==> src/rtl/peripheral_bcd2bin.sv <==
// peripheral_bcd2bin: j1-bus peripheral that converts a 5-digit packed-BCD value to a
// 17-bit binary result using an iterative reverse double-dabble engine.
module peripheral_bcd2bin #(
    parameter int DECIMAL_DIGITS = 5,
    parameter int BIN_WIDTH      = 17
) (
    input  logic        clk,
    input  logic        reset,
    input  logic [15:0] d_in,
    input  logic        cs,
    input  logic [4:0]  addr,
    input  logic        rd,
    input  logic        wr,
    output logic [31:0] d_out
);
    localparam int BCD_WIDTH  = 4 * DECIMAL_DIGITS;
    localparam int WORK_WIDTH = BCD_WIDTH + BIN_WIDTH;
    localparam int CNT_WIDTH  = $clog2(BIN_WIDTH);
    localparam logic [CNT_WIDTH-1:0] LAST_ITER = CNT_WIDTH'(BIN_WIDTH - 1);

    localparam logic [4:0] ADDR_BCD_LO = 5'h04;
    localparam logic [4:0] ADDR_BCD_HI = 5'h08;
    localparam logic [4:0] ADDR_START  = 5'h0C;
    localparam logic [4:0] ADDR_RESULT = 5'h10;
    localparam logic [4:0] ADDR_STATUS = 5'h14;

    typedef enum logic [1:0] {IDLE, CHECK, SHIFT} state_t;

    state_t                 state;
    logic [15:0]            bcd_lo;
    logic [3:0]             bcd_hi;
    logic [BCD_WIDTH-1:0]   bcd;
    logic [BIN_WIDTH-1:0]   result;
    logic                   done;
    logic                   err;
    logic                   busy;
    logic [CNT_WIDTH-1:0]   cnt;
    logic [WORK_WIDTH-1:0]  work;
    logic [WORK_WIDTH-1:0]  shifted;
    logic [WORK_WIDTH-1:0]  adjusted;
    logic                   digit_err;
    logic                   wr_en;
    logic                   start_req;

    assign bcd       = {bcd_hi, bcd_lo};
    assign wr_en     = cs && wr && !busy;
    assign start_req = wr_en && (addr == ADDR_START) && d_in[0];

    // One reverse double-dabble step: shift right, then pull every BCD digit >= 8 back by 3.
    always_comb begin
        shifted  = work >> 1;
        adjusted = shifted;
        for (int i = 0; i < DECIMAL_DIGITS; i++) begin
            if (shifted[BIN_WIDTH + 4*i +: 4] >= 4'd8)
                adjusted[BIN_WIDTH + 4*i +: 4] = shifted[BIN_WIDTH + 4*i +: 4] - 4'd3;
        end
    end

    always_comb begin
        digit_err = 1'b0;
        for (int i = 0; i < DECIMAL_DIGITS; i++) begin
            if (bcd[4*i +: 4] > 4'd9)
                digit_err = 1'b1;
        end
    end

    always_ff @(posedge clk) begin
        if (reset) begin
            state  <= IDLE;
            bcd_lo <= '0;
            bcd_hi <= '0;
            result <= '0;
            done   <= 1'b0;
            err    <= 1'b0;
            busy   <= 1'b0;
            cnt    <= '0;
            work   <= '0;
        end else begin
            if (wr_en && addr == ADDR_BCD_LO)
                bcd_lo <= d_in;
            if (wr_en && addr == ADDR_BCD_HI)
                bcd_hi <= d_in[3:0];

            case (state)
                IDLE: begin
                    if (start_req) begin
                        state <= CHECK;
                        busy  <= 1'b1;
                        done  <= 1'b0;
                        err   <= 1'b0;
                    end
                end
                CHECK: begin
                    if (digit_err) begin
                        err    <= 1'b1;
                        done   <= 1'b1;
                        result <= '0;
                        busy   <= 1'b0;
                        state  <= IDLE;
                    end else begin
                        work  <= {bcd, {BIN_WIDTH{1'b0}}};
                        cnt   <= '0;
                        state <= SHIFT;
                    end
                end
                SHIFT: begin
                    work <= adjusted;
                    cnt  <= cnt + 1'b1;
                    // Low bits are untouched by the digit adjust, so the raw shift is the answer.
                    if (cnt == LAST_ITER) begin
                        result <= shifted[BIN_WIDTH-1:0];
                        done   <= 1'b1;
                        busy   <= 1'b0;
                        state  <= IDLE;
                    end
                end
                default: state <= IDLE;
            endcase
        end
    end

    always_ff @(posedge clk) begin
        if (reset) begin
            d_out <= '0;
        end else if (cs && rd) begin
            case (addr)
                ADDR_BCD_LO: d_out <= {16'b0, bcd_lo};
                ADDR_BCD_HI: d_out <= {28'b0, bcd_hi};
                ADDR_RESULT: d_out <= {{(32-BIN_WIDTH){1'b0}}, result};
                ADDR_STATUS: d_out <= {29'b0, err, busy, done};
                default:     d_out <= '0;
            endcase
        end
    end

endmodule

==> config.mk <==
export PLATFORM = sky130hd
export DESIGN_NAME = peripheral_bcd2bin
export DESIGN_NICKNAME = d
export VERILOG_FILES = /design/src/rtl/peripheral_bcd2bin.sv
export SDC_FILE = /design/constraint.sdc
export NUM_CORES = 1
export LEC_CHECK = 0
export BUFFER_PORTS_ARGS = -buffer_cell sky130_fd_sc_hd__buf_2
export CORE_AREA = 10 10 99 101
export CTS_CLUSTER_DIAMETER = 50
export DETAILED_ROUTE_END_ITERATION = 10
export DIE_AREA = 0 0 109 111
export GPL_TIMING_DRIVEN = 0
export PLACE_DENSITY = 0.82
export SYNTH_ARGS = -nofsm -noshare
export SYNTH_HDL_FRONTEND = slang
export SYNTH_SLANG_ARGS = --single-unit
export TNS_END_PERCENT = 50
==> constraint.sdc <==
create_clock -name clk -period 2.9 [get_ports clk]
set_clock_uncertainty 0.05 [all_clocks]
set_input_delay 0.435 -clock clk [delete_from_list [all_inputs] [get_ports clk]]
set_output_delay 0.435 -clock clk [all_outputs]
set_load 0.02 [all_outputs]
; After elaboration in Yosys (flattened, before gate mapping)
; Cells that the tools add are included.
[totals]
mem_bits_ro = 0
output_inout_bits = 32
ram_bits = 0
wordCells = 86
latch_bits = 0
ff_bits = 116
input_bits = 26
memories = 0
[classes]
div = 0
n_reduce_logical = 17
mux = 31
bitwise = 0
shift = 0
multipliers = 0
addsub = 6
magnitude_cmp = 10
n_eq_ne = 12
[ops]
columns = op, count
row1 = one-hot mux 37 bit (2 select lines), 1
row2 = one-hot mux 17 bit (4 select lines), 1
row3 = two-way mux 37 bit, 1
row4 = two-way mux 17 bit, 2
row5 = one-hot mux 17 bit (2 select lines), 1
row6 = > comparator 4 bit (second input constant), 5
row7 = two-way mux 4 bit, 5
row8 = greater-or-equal comparator 4 bit (second input constant), 4
row9 = subtractor 4 x 2 -> 4 bit (second input constant), 4
row10 = equality test 5 bit (second input constant), 3
row11 = two-way mux 1 bit, 11
row12 = equality test 5 x 4 -> 1 bit (second input constant), 2
row13 = one-hot mux 5 bit (2 select lines), 1
row14 = != test 2 bit (second input constant), 4
row15 = logical AND 1 bit, 7
row16 = two-way mux 2 bit, 3
row17 = one-hot mux 1 bit (3 select lines), 2
row18 = one-hot mux 2 bit (3 select lines), 1
row19 = AND reduction 3 bit, 2
row20 = adder 5 x 1 -> 5 bit (second input constant), 1
row21 = equality test 5 x 3 -> 1 bit (second input constant), 1
row22 = two-way mux 5 bit, 1
row23 = greater-or-equal comparator 3 x 4 -> 1 bit (second input constant), 1
row24 = AND reduction 2 bit, 2
row25 = 9 further kinds, 10

; Logic depth before layout (Yosys ltp)
; Gate-level depths: netlist of the first run.
[logic_depth]
depth_word = 8
mapped_depth = 9
depth_no_buf = 7

; Least setup slack after synthesis of the first run
; Ideal clock, no wire load.
[synth_path]
path_type = input to register
start = in addr[4]
end = reg busy
setup_time_ns = 0.116
path_slack_ns = 0.962
t_required_ns = 2.734
t_arrival_ns = 1.772
n_path_buf = 1
stages = 5
cell_sequence = buf_6 -> or3b_4 -> o41ai_4 -> o2111ai_2 -> a31o_1
[synth_between]
elab_chain_len = 5
[synth_rtl]
columns = element, line
row1 = from (decl), 11  ; input logic [4:0] addr,
row2 = equality test 5 x 4 -> 1 bit, 47  ; assign start_req = wr_en && (addr == ADDR_START) && d_in[0];
row3 = logical AND 1 bit (2 in series), 47
row4 = != test 2 bit (no line), n/a
row5 = AND reduction 4 bit (no line), n/a
row6 = to (signal assigned), 75  ; busy <= 1'b0;
row7 = to (signal assigned), 88  ; busy <= 1'b1;
row8 = to (signal assigned), 98  ; busy <= 1'b0;
row9 = to (decl), 36  ; logic busy;
; Every way passes these cells.
; A chain may end at the register's enable or synchronous reset.

; Final worst setup path of the first run
[layout_path]
start = reg state[0]
end = reg work[16]
[layout_between]
elab_chain_len = 3
word_cells_on_any_way = 6
classes_between = 3 x eq/ne / 1 x mux / 2 x reduce/logical
[layout_rtl]
columns = element, line
row1 = from (decl), 29  ; state_t state;
row2 = from (signal assigned), 69  ; state <= IDLE;
row3 = from (signal assigned), 87  ; state <= CHECK;
row4 = from (signal assigned), 99  ; state <= IDLE;
row5 = equality test 2 x 1 -> 1 bit or equality test 2 bit (tied branches), 84  ; case (state)
row6 = != test 2 bit (no line) or nonzero test 2 bit (tied branches), n/a
row7 = AND reduction 2 bit (no line), n/a
row8 = to (signal assigned), 101  ; work <= {bcd, {BIN_WIDTH{1'b0}}};
row9 = to (signal assigned), 107  ; work <= adjusted;
row10 = to (decl), 38  ; logic [WORK_WIDTH-1:0] work;
; Several ways; a longest one is shown, not always the timed one.

==> flow_summary.yaml, run 1 <==
setup_path:
  cp_slowest_cell: "clkbuf_1"
  worst_setup_path_start_kind: "flop"
  required_ns: 3.16
  r2r-end: "work[16]"
  path_cells: "inv_1, ha_1, clkbuf_1, inv_1, o22ai_2, clkbuf_1, nand2_1, a21oi_1"
  cp.arrival_ns: 2.62
  worst-r2r-cell-count: 8
  endpoint_kind: "flop"
  timing_worst_setup_path_type: "flop to flop"
  timing.rr.start: "state[0]"
  crit_family: "buffers and inverters"
  slowest_delay_ns: 0.47
  rrSetupSlack_ns: 0.54
  cp_num_buf_inv: 4
  path_max_fanout: 10
clock_tree:
  cts_sinks: 100
  clockBufferDepth: 2
  tritoncts: "yes"
  holdBufCountCts: 0
  ctsHtreeMaxLevel: 3
  cts-root-buf: "clkbuf_8"
  cts.reportedPaths.clkPinSlew_ns: 0.10
  clk-insertion-delay-late_ns: 0.38
  post_cts_buffers: 0
  ctsResizeCount: 0
  cts_buffers: 9
grt:
  antenna_found_initial: 0
  grt_max_degree: 19
  track_usage: 0.2023
  grt_pass1_wl_um: 19880
  overflow: 0
  grt_pass1_vias: 4078
synthesis:
  synth_top_area_frac: 0.4249
  synthCells: 557
  syn_area_per_cell_um2: 8.460
  synthArstFlopShare: 0
  yosysWarnings: 0
  synth_flop_cell: "dfxtp_1"
  synth_area_um2: 4712
  synth_edf_count: 0
  yosys-top-cells-area: "dfxtp_1 (42%), nand2_1 (7.4%), a21oi_1 (6.4%), mux2i_1 (5.7%), ha_1 (3.5%)"
  yosysSeqAreaShare: 0.4249
  synth_top_cell_by_area: "dfxtp_1"
  synth_seq_cells: 100
  yosysUniqueCellTypes: 49
run_status:
  status: "finished clean"
min_path:
  hp-class: "input port to flop"
  min_to: "bcd_lo[9]"
  worstHoldStart: "d_in[9]"
  holdPathStages: 3
sta:
  worstMarginPinSlew_ns: 0.6489
  finalCritPeriodShare: 0.8148
  hold_viol_final: 0
  setup-violations-final: 0
  relSlewSlack: 0.5674
  rsz0062_at_grt: "no"
  max_freq_mhz: 423.2
  drv_slew: 0
  fin_tns_setup_ns: 0
  finalCriticalPeriod_ns: 2.363
routing:
  drcViolationCount: 0
  vias: 4288
  avgViaCountPerCell: 5.858
  wl_per_cell_um: 16.98
  finalWirelength_um: 12430
  dr.pass1.iters: 6
  ant_nets: 0
  initialDrtViolationCount: 372
pwr:
  p_per_area_nw_per_um2: 544.8
  power.static_leakage_nw: 1.975
  ir_drop_v: 0.0003241
  p_total_mw: 2.876
die:
  num_rows: 33
  die_x_um: 109
  start_util: 0.5913
  core_area_um2: 7969
  ios: 58
  dieArea_um2: 12100
  die_y_um: 111
job:
  drv_cap: 0
placement:
  dp_hpwl_um: 9339
  gp_congestion: 0.9348
  io_buffer_count: 40
layout:
  area_delta_synth_final_pct: 12.03
  num_antenna_cells: 0
  nets: 661
  fillers: 669
  layout-drive-gt1-share: 0.1435
  utilization: 0.6624
-- tightest hold or removal path: stages --
cell	delay (ns)
buf_2	0.10
nand3_1	0.06
a21oi_1	0.05
-- where the power goes --
group	switching (mW)	leakage [nW]	internal (mW)	total, mW
combinational	0.373	1.08	0.194	0.567
sequential	0.0387	0.806	1.41	1.45
clock	0.530	0.0921	0.326	0.856
total	0.942	1.98	1.93	2.88
-- Yosys cell counts (2+ instances only) --
library cell,instances
buf_2,6
mux2i_1,27
nand2_1,93
nor2b_1,4
nand3_1,25
nor3_2,2
nor3b_1,5
inv_1,14
buf_4,18
o21ai_0,9
xnor2_1,8
a22oi_1,12
a21oi_1,60
o32ai_1,2
a32oi_1,2
nor2_1,41
nand4_1,3
and2_1,15
dfxtp_1,100
clkbuf_1,30
ha_1,13
o211ai_1,17
a2bb2oi_1,16
a211oi_1,8
a221oi_1,3
-- worst max-delay path by stage --
stage	startpoint	endpoint	slack, ns	cells past startpoint
floorplan	addr[4]	busy	0.96	5
finish	state[0]	work[16]	0.54	8
CTS	state[1]	cnt[1]	0.58	9
global route	state[1]	work[27]	0.31	9
detailed placement	state[1]	work[27]	0.61	9
global placement	addr[0]	bcd_lo[14]	0.61	7
-- state kept, by name, indices dropped and copies added (netlist names), 2 cells and up --
| signal | count |
|---|---|
| bcd_hi | 4 |
| d_out | 17 |
| state | 2 |
| bcd_lo | 16 |
| work | 36 |
| result | 17 |
| cnt | 5 |
-- cell usage in the layout (no fill, tap or decap), types with 8 or more instances in the layout --
cell / instances
a211oi_1: 8
a21oi_1: 60
a22oi_1: 12
a2bb2oi_1: 16
and2_1: 15
buf_2: 46
buf_4: 18
clkbuf_1: 30
clkbuf_8: 9
conb_1: 15
dfxtp_1: 100
ha_1: 13
inv_1: 14
mux2i_1: 27
nand2_1: 93
nand3_1: 25
nor2_1: 41
o211ai_1: 17
o21ai_0: 9
xnor2_1: 8
-- cell type report --
cell class / count / area, µm² / share of cell area
well taps: 105 / 131.4 / 0.02489
clock buffers: 9 / 123.9 / 0.02347
flip-flops and latches: 100 / 2002 / 0.3792
inverters: 14 / 52.55 / 0.009955
repair buffers: 40 / 200.2 / 0.03792
plain buffers: 56 / 294.0 / 0.05570
clock inverters: 7 / 58.81 / 0.01114
multi-input cells: 401 / 2416 / 0.4577
-- metal layers --
layer | vias up | GRT usage | part of all wire
li1 | 2054 | - | -
met5 | - | 0 | 0
met2 | 160 | 0.3317 | 0.50
met1 | 2048 | 0.2503 | 0.40
met3 | 26 | 0.04128 | 0.072
met4 | 0 | 0.08004 | 0.023
-- logic make-up (layout without fill, tap and decap cells) --
kind of cell    Yosys count  after routing  synth area share
simple gates            198            198            0.1920
compound gates          139            139            0.2002
flops                   100            100            0.4249
buf+inv                  70            126           0.07355
mux                      27             27           0.05736
fa+ha+maj                13             13           0.03452
xor+xnor                  9              9           0.01673
other cells               1             15         0.0007958
-- stage by stage --
step	worst slack, ns	cells	instance area (µm²)	hold slack (ns)
floorplan	0.9620	571	4765	0.3773
global placement	0.6085	716	5096	0.3836
detailed placement	0.6117	716	5096	0.3902
CTS	0.5807	732	5279	0.2588
global route	0.3081	732	5279	0.2594
finish	0.5369	732	5279	0.2530
(Power assumes the default switching activity.)
==> inputs of run 2 (changes only) <==
--- a/config.mk
+++ b/config.mk
@@ -6,12 +6,12 @@
 export NUM_CORES = 1
 export LEC_CHECK = 0
 export BUFFER_PORTS_ARGS = -buffer_cell sky130_fd_sc_hd__buf_2
-export CORE_AREA = 10 10 99 101
+export CORE_AREA = 10 10 107 109
 export CTS_CLUSTER_DIAMETER = 50
 export DETAILED_ROUTE_END_ITERATION = 10
-export DIE_AREA = 0 0 109 111
+export DIE_AREA = 0 0 117 119
 export GPL_TIMING_DRIVEN = 0
-export PLACE_DENSITY = 0.82
+export PLACE_DENSITY = 0.74
 export SYNTH_ARGS = -nofsm -noshare
 export SYNTH_HDL_FRONTEND = slang
 export SYNTH_SLANG_ARGS = --single-unit
==> constraint.sdc (replaced) <==
create_clock -name clk -period 2.1 [get_ports clk]
set_clock_uncertainty 0.05 [all_clocks]
set_input_delay 0.315 -clock clk [delete_from_list [all_inputs] [get_ports clk]]
set_output_delay 0.315 -clock clk [all_outputs]
set_load 0.02 [all_outputs]
==> flow_summary.yaml, run 2 (same netlist as run 1, synthesis figures left out) <==
routing:
  ant_nets: 0
  drcViolationCount: 0
  avgViaCountPerCell: 5.709
  dr.pass1.iters: 5
  wl_per_cell_um: 17.07
  finalWirelength_um: 12650
  vias: 4230
  initialDrtViolationCount: 291
layout:
  nets: 661
  fillers: 894
  largest_reg_flops: 36
  num_antenna_cells: 0
  top_regs: "work (36), d_out (17), result (17)"
  layout-drive-gt1-share: 0.1643
  largest-register: "work"
  utilization: 0.5646
  final_cell_mix: "dfxtp_1 (100), nand2_1 (92), a21oi_1 (60)"
  area_delta_synth_final_pct: 13.33
  layout.cells.most_common: "dfxtp_1"
grt:
  grt_pass1_vias: 3936
  overflow: 0
  grt_pass1_wl_um: 19950
  grt_max_degree: 19
  track_usage: 0.1774
  antenna_found_initial: 0
setup_path:
  slowest_delay_ns: 0.39
  path_cells: "o21ai_1, nand4_2, o221ai_1, buf_4, buf_6, mux2i_1, nor2_1"
  endpoint_kind: "flop"
  required_ns: 2.31
  cp.arrival_ns: 2.25
  timing_worst_setup_path_type: "flop to flop"
  cp_slowest_cell: "dfxtp_1"
  worst_setup_path_start_kind: "flop"
  path_max_fanout: 10
sta:
  relSlewSlack: 0.5644
  rsz0062_at_grt: "yes"
  max_freq_mhz: 489.7
  finalCritPeriodShare: 0.9724
  hold_viol_final: 0
  drv_slew: 0
  worstMarginPinSlew_ns: 0.6534
  finalCriticalPeriod_ns: 2.042
  setup-violations-final: 0
clock_tree:
  holdBufCountCts: 0
  cts.reportedPaths.clkPinSlew_ns: 0.11
  tritoncts: "yes"
  clockBufferDepth: 2
  cts_sinks: 100
  clk-insertion-delay-late_ns: 0.37
  cts-root-buf: "clkbuf_8"
  ctsHtreeMaxLevel: 3
  cts_buffers: 9
run_status:
  status: "finished clean"
placement:
  dp_hpwl_um: 9496
  gp_congestion: 0.9124
  io_buffer_count: 40
die:
  core_area_um2: 9459
  die_y_um: 119
  die_x_um: 117
  num_rows: 36
  dieArea_um2: 13920
  start_util: 0.4981
  ios: 58
pwr:
  ir_drop_v: 0.0003981
  p_per_area_nw_per_um2: 750.0
  power.static_leakage_nw: 2.001
  p_total_mw: 4.005
min_path:
  hp-class: "input port to flop"
job:
  drv_cap: 0
[run 2: final timing paths]
| path | startpoint | endpoint | slack, ns | depth (start not counted) |
|---|---|---|---|---|
| max reg2reg | bcd_lo[9] | result[12] | 0.06 | 7 |
| max | bcd_lo[9] | result[12] | 0.06 | 7 |
| min | d_in[5] | bcd_lo[5] | 0.14 | 3 |
| min reg2reg | work[7] | work[7] | 0.40 | 2 |
[run 2: report_power, final]
| group | total (mW) | switching [mW] | internal [mW] |
|---|---|---|---|
| clock | 1.17 | 0.721 | 0.454 |
| sequential | 2.01 | 0.0535 | 1.95 |
| combinational | 0.823 | 0.517 | 0.306 |
| total | 4.01 | 1.29 | 2.71 |
[run 2: layer usage]
| metal | track usage | routed length [µm] |
|---|---|---|
| met5 | 0 | 0 |
| met4 | 0.05641 | 293 |
| met3 | 0.02560 | 721 |
| met2 | 0.2972 | 6187 |
| met1 | 0.2278 | 5444 |
[run 2: repair_timing]
item / CTS / global route
endpoints found under the setup margin: 51 / 55
setup buffers: 0 / 2
resized for setup: 12 / 5
pin swaps: 0 / 1
[run 2: final cells by class]
cell class	count	area [µm²]	area share
Buffer	54	301.5	0.05647
Clock buffer	10	127.6	0.02390
Clock inverter	6	60.06	0.01125
Inverter	14	52.55	0.009841
Multi-Input combinational cell	401	2439	0.4567
Sequential cell	100	2002	0.3749
Tap cell	114	142.6	0.02671
Timing Repair Buffer	42	215.2	0.04030
[run 2: metrics by stage]
step / area (µm²) / setup slack (ns) / hold slack [ns] / TNS (ns) / cells
after floorplan: 4765 / 0.2820 / 0.3773 / 0 / 571
final: 5340 / 0.05790 / 0.1409 / 0 / 741
after detailed placement: 5107 / -0.2144 / 0.3901 / -7.330 / 725
after CTS: 5316 / 0.03096 / 0.1421 / 0 / 740
after global routing: 5340 / -0.02169 / 0.1435 / -0.07155 / 741
after global placement: 5107 / -0.2142 / 0.3826 / -5.206 / 725
[run 2: worst max-delay path: cells and delay by family, from the launching register on]
| family | cells | cell delay (ns) |
|---|---|---|
| flip-flops | 1 | 0.39 |
| AND/OR/NAND/NOR | 2 | 0.33 |
| multiplexers | 1 | 0.23 |
| AO/OA/AOI/OAI | 2 | 0.56 |
| buffers and inverters | 2 | 0.37 |
==> inputs of run 3 (changes only) <==
--- a/config.mk
+++ b/config.mk
@@ -12,6 +12,7 @@
 export DIE_AREA = 0 0 117 119
 export GPL_TIMING_DRIVEN = 0
 export PLACE_DENSITY = 0.74
+export REMOVE_ABC_BUFFERS = 1
 export SYNTH_ARGS = -nofsm -noshare
 export SYNTH_HDL_FRONTEND = slang
 export SYNTH_SLANG_ARGS = --single-unit
==> flow_summary.yaml, run 3 (same netlist as run 1, synthesis figures left out) <==
grt:
  overflow: 0
  track_usage: 0.1609
  antenna_found_initial: 0
  grt_max_degree: 97
  grt_pass1_vias: 3816
  grt_pass1_wl_um: 18440
sta:
  setup_ws_ns: 0.06551
  hold_viol_final: 0
  max_freq_mhz: 491.5
  worstMarginPinSlew_ns: 0.7282
  finalCriticalPeriod_ns: 2.034
  drv_slew: 0
  fin_tns_setup_ns: 0
  rsz0062_at_grt: "yes"
  relSlewSlack: 0.5133
  setup-violations-final: 0
  fin_hold_ws_ns: 0.1009
  finalCritPeriodShare: 0.9688
clock_tree:
  ctsHtreeMaxLevel: 3
  cts-root-buf: "clkbuf_8"
  clk-insertion-delay-late_ns: 0.38
  cts_sinks: 100
  tritoncts: "yes"
  cts_buffers: 9
  clockBufferDepth: 2
  cts.reportedPaths.clkPinSlew_ns: 0.09
die:
  die_y_um: 119
  ios: 58
  num_rows: 36
  core_area_um2: 9459
  dieArea_um2: 13920
  start_util: 0.4981
  die_x_um: 117
pwr:
  power.static_leakage_nw: 1.933
  p_per_area_nw_per_um2: 777.6
  ir_drop_v: 0.0003189
layout:
  nets: 621
  num_antenna_cells: 0
  largest-register: "work"
  fillers: 822
  largest_reg_flops: 36
  layout.cells.most_common: "dfxtp_1"
  top_regs: "work (36), d_out (17), result (17)"
  final_cell_mix: "dfxtp_1 (100), nand2_1 (92), a21oi_1 (60)"
  layout-drive-gt1-share: 0.1485
  final_cell_count_no_fill: 700
  area_delta_synth_final_pct: 12.77
  utilization: 0.5618
setup_path:
  timing_worst_setup_path_type: "flop to flop"
  required_ns: 2.33
  worst_setup_path_start_kind: "flop"
  cp.arrival_ns: 2.26
  path_max_fanout: 9
  rrSetupSlack_ns: 0.07
  endpoint_kind: "flop"
routing:
  dr.pass1.iters: 5
  initialDrtViolationCount: 275
  vias: 3995
  avgViaCountPerCell: 5.707
  drcViolationCount: 0
  finalWirelength_um: 11880
  ant_nets: 0
  wl_per_cell_um: 16.98
placement:
  dp_hpwl_um: 7844
  gp_congestion: 0.8254
  place_inst: 677
  io_buffer_count: 42
  post-place-ws_ns: -0.6771
run_status:
  status: "finished clean"
job:
  drv_cap: 0
min_path:
  hp-class: "input port to flop"
## run 3: stage by stage
| step | area [µm²] | total power [mW] |
|---|---|---|
| global placement | 4823 | 2.706 |
| floorplan | 4471 | 2.514 |
| detailed placement | 4972 | 2.812 |
| global route | 5314 | 4.283 |
| CTS | 5223 | 4.074 |
| finish | 5314 | 4.132 |
## run 3: worst max-delay path: stages, from the launching register on
cell and delay, ns:
dfxtp_1 0.35, inv_1 0.12, ha_4 0.25, nand2_2 0.20, or2_1 0.36, a211o_1 0.35
o32ai_1 0.26
## run 3: cell type report
cell class	instances	area, µm²	area share
clock buffer	11	141.4	0.02661
inverter	14	52.55	0.009889
clock inverter	4	48.80	0.009183
timing repair buffer	55	407.9	0.07676
multi-input combinational	402	2519	0.4740
tap	114	142.6	0.02684
sequential	100	2002	0.3767
## run 3: path summary, 6_finish.rpt
path | startpoint | endpoint | cells after the start
setup reg to reg | state[1] | cnt[3] | 6
hold reg to reg | work[7] | work[7] | 2
hold / removal | reset | work[7] | 2
setup / recovery | state[1] | cnt[3] | 6
## run 3: power breakdown
part	switching (mW)	internal (mW)
Clock	0.665	0.578
Sequential	0.0583	1.95
Combinational	0.529	0.349
Total	1.25	2.88
## run 3: what timing repair did
item	CTS	global route
gates cloned	0	2
pin swaps	2	1
setup buffers	3	3
resized for setup	9	8
hold buffers	0	0
endpoints found under the setup margin	72	56
## run 3: metal layers
| metal | up-vias | global-route usage | part of all wire |
|---|---|---|---|
| met3 | 19 | 0.02209 | 0.039 |
| met4 | 0 | 0.07419 | 0.023 |
| li1 | 1961 | - | - |
| met5 | - | 0 | 0 |
| met2 | 89 | 0.2719 | 0.51 |
| met1 | 1926 | 0.1960 | 0.43 |
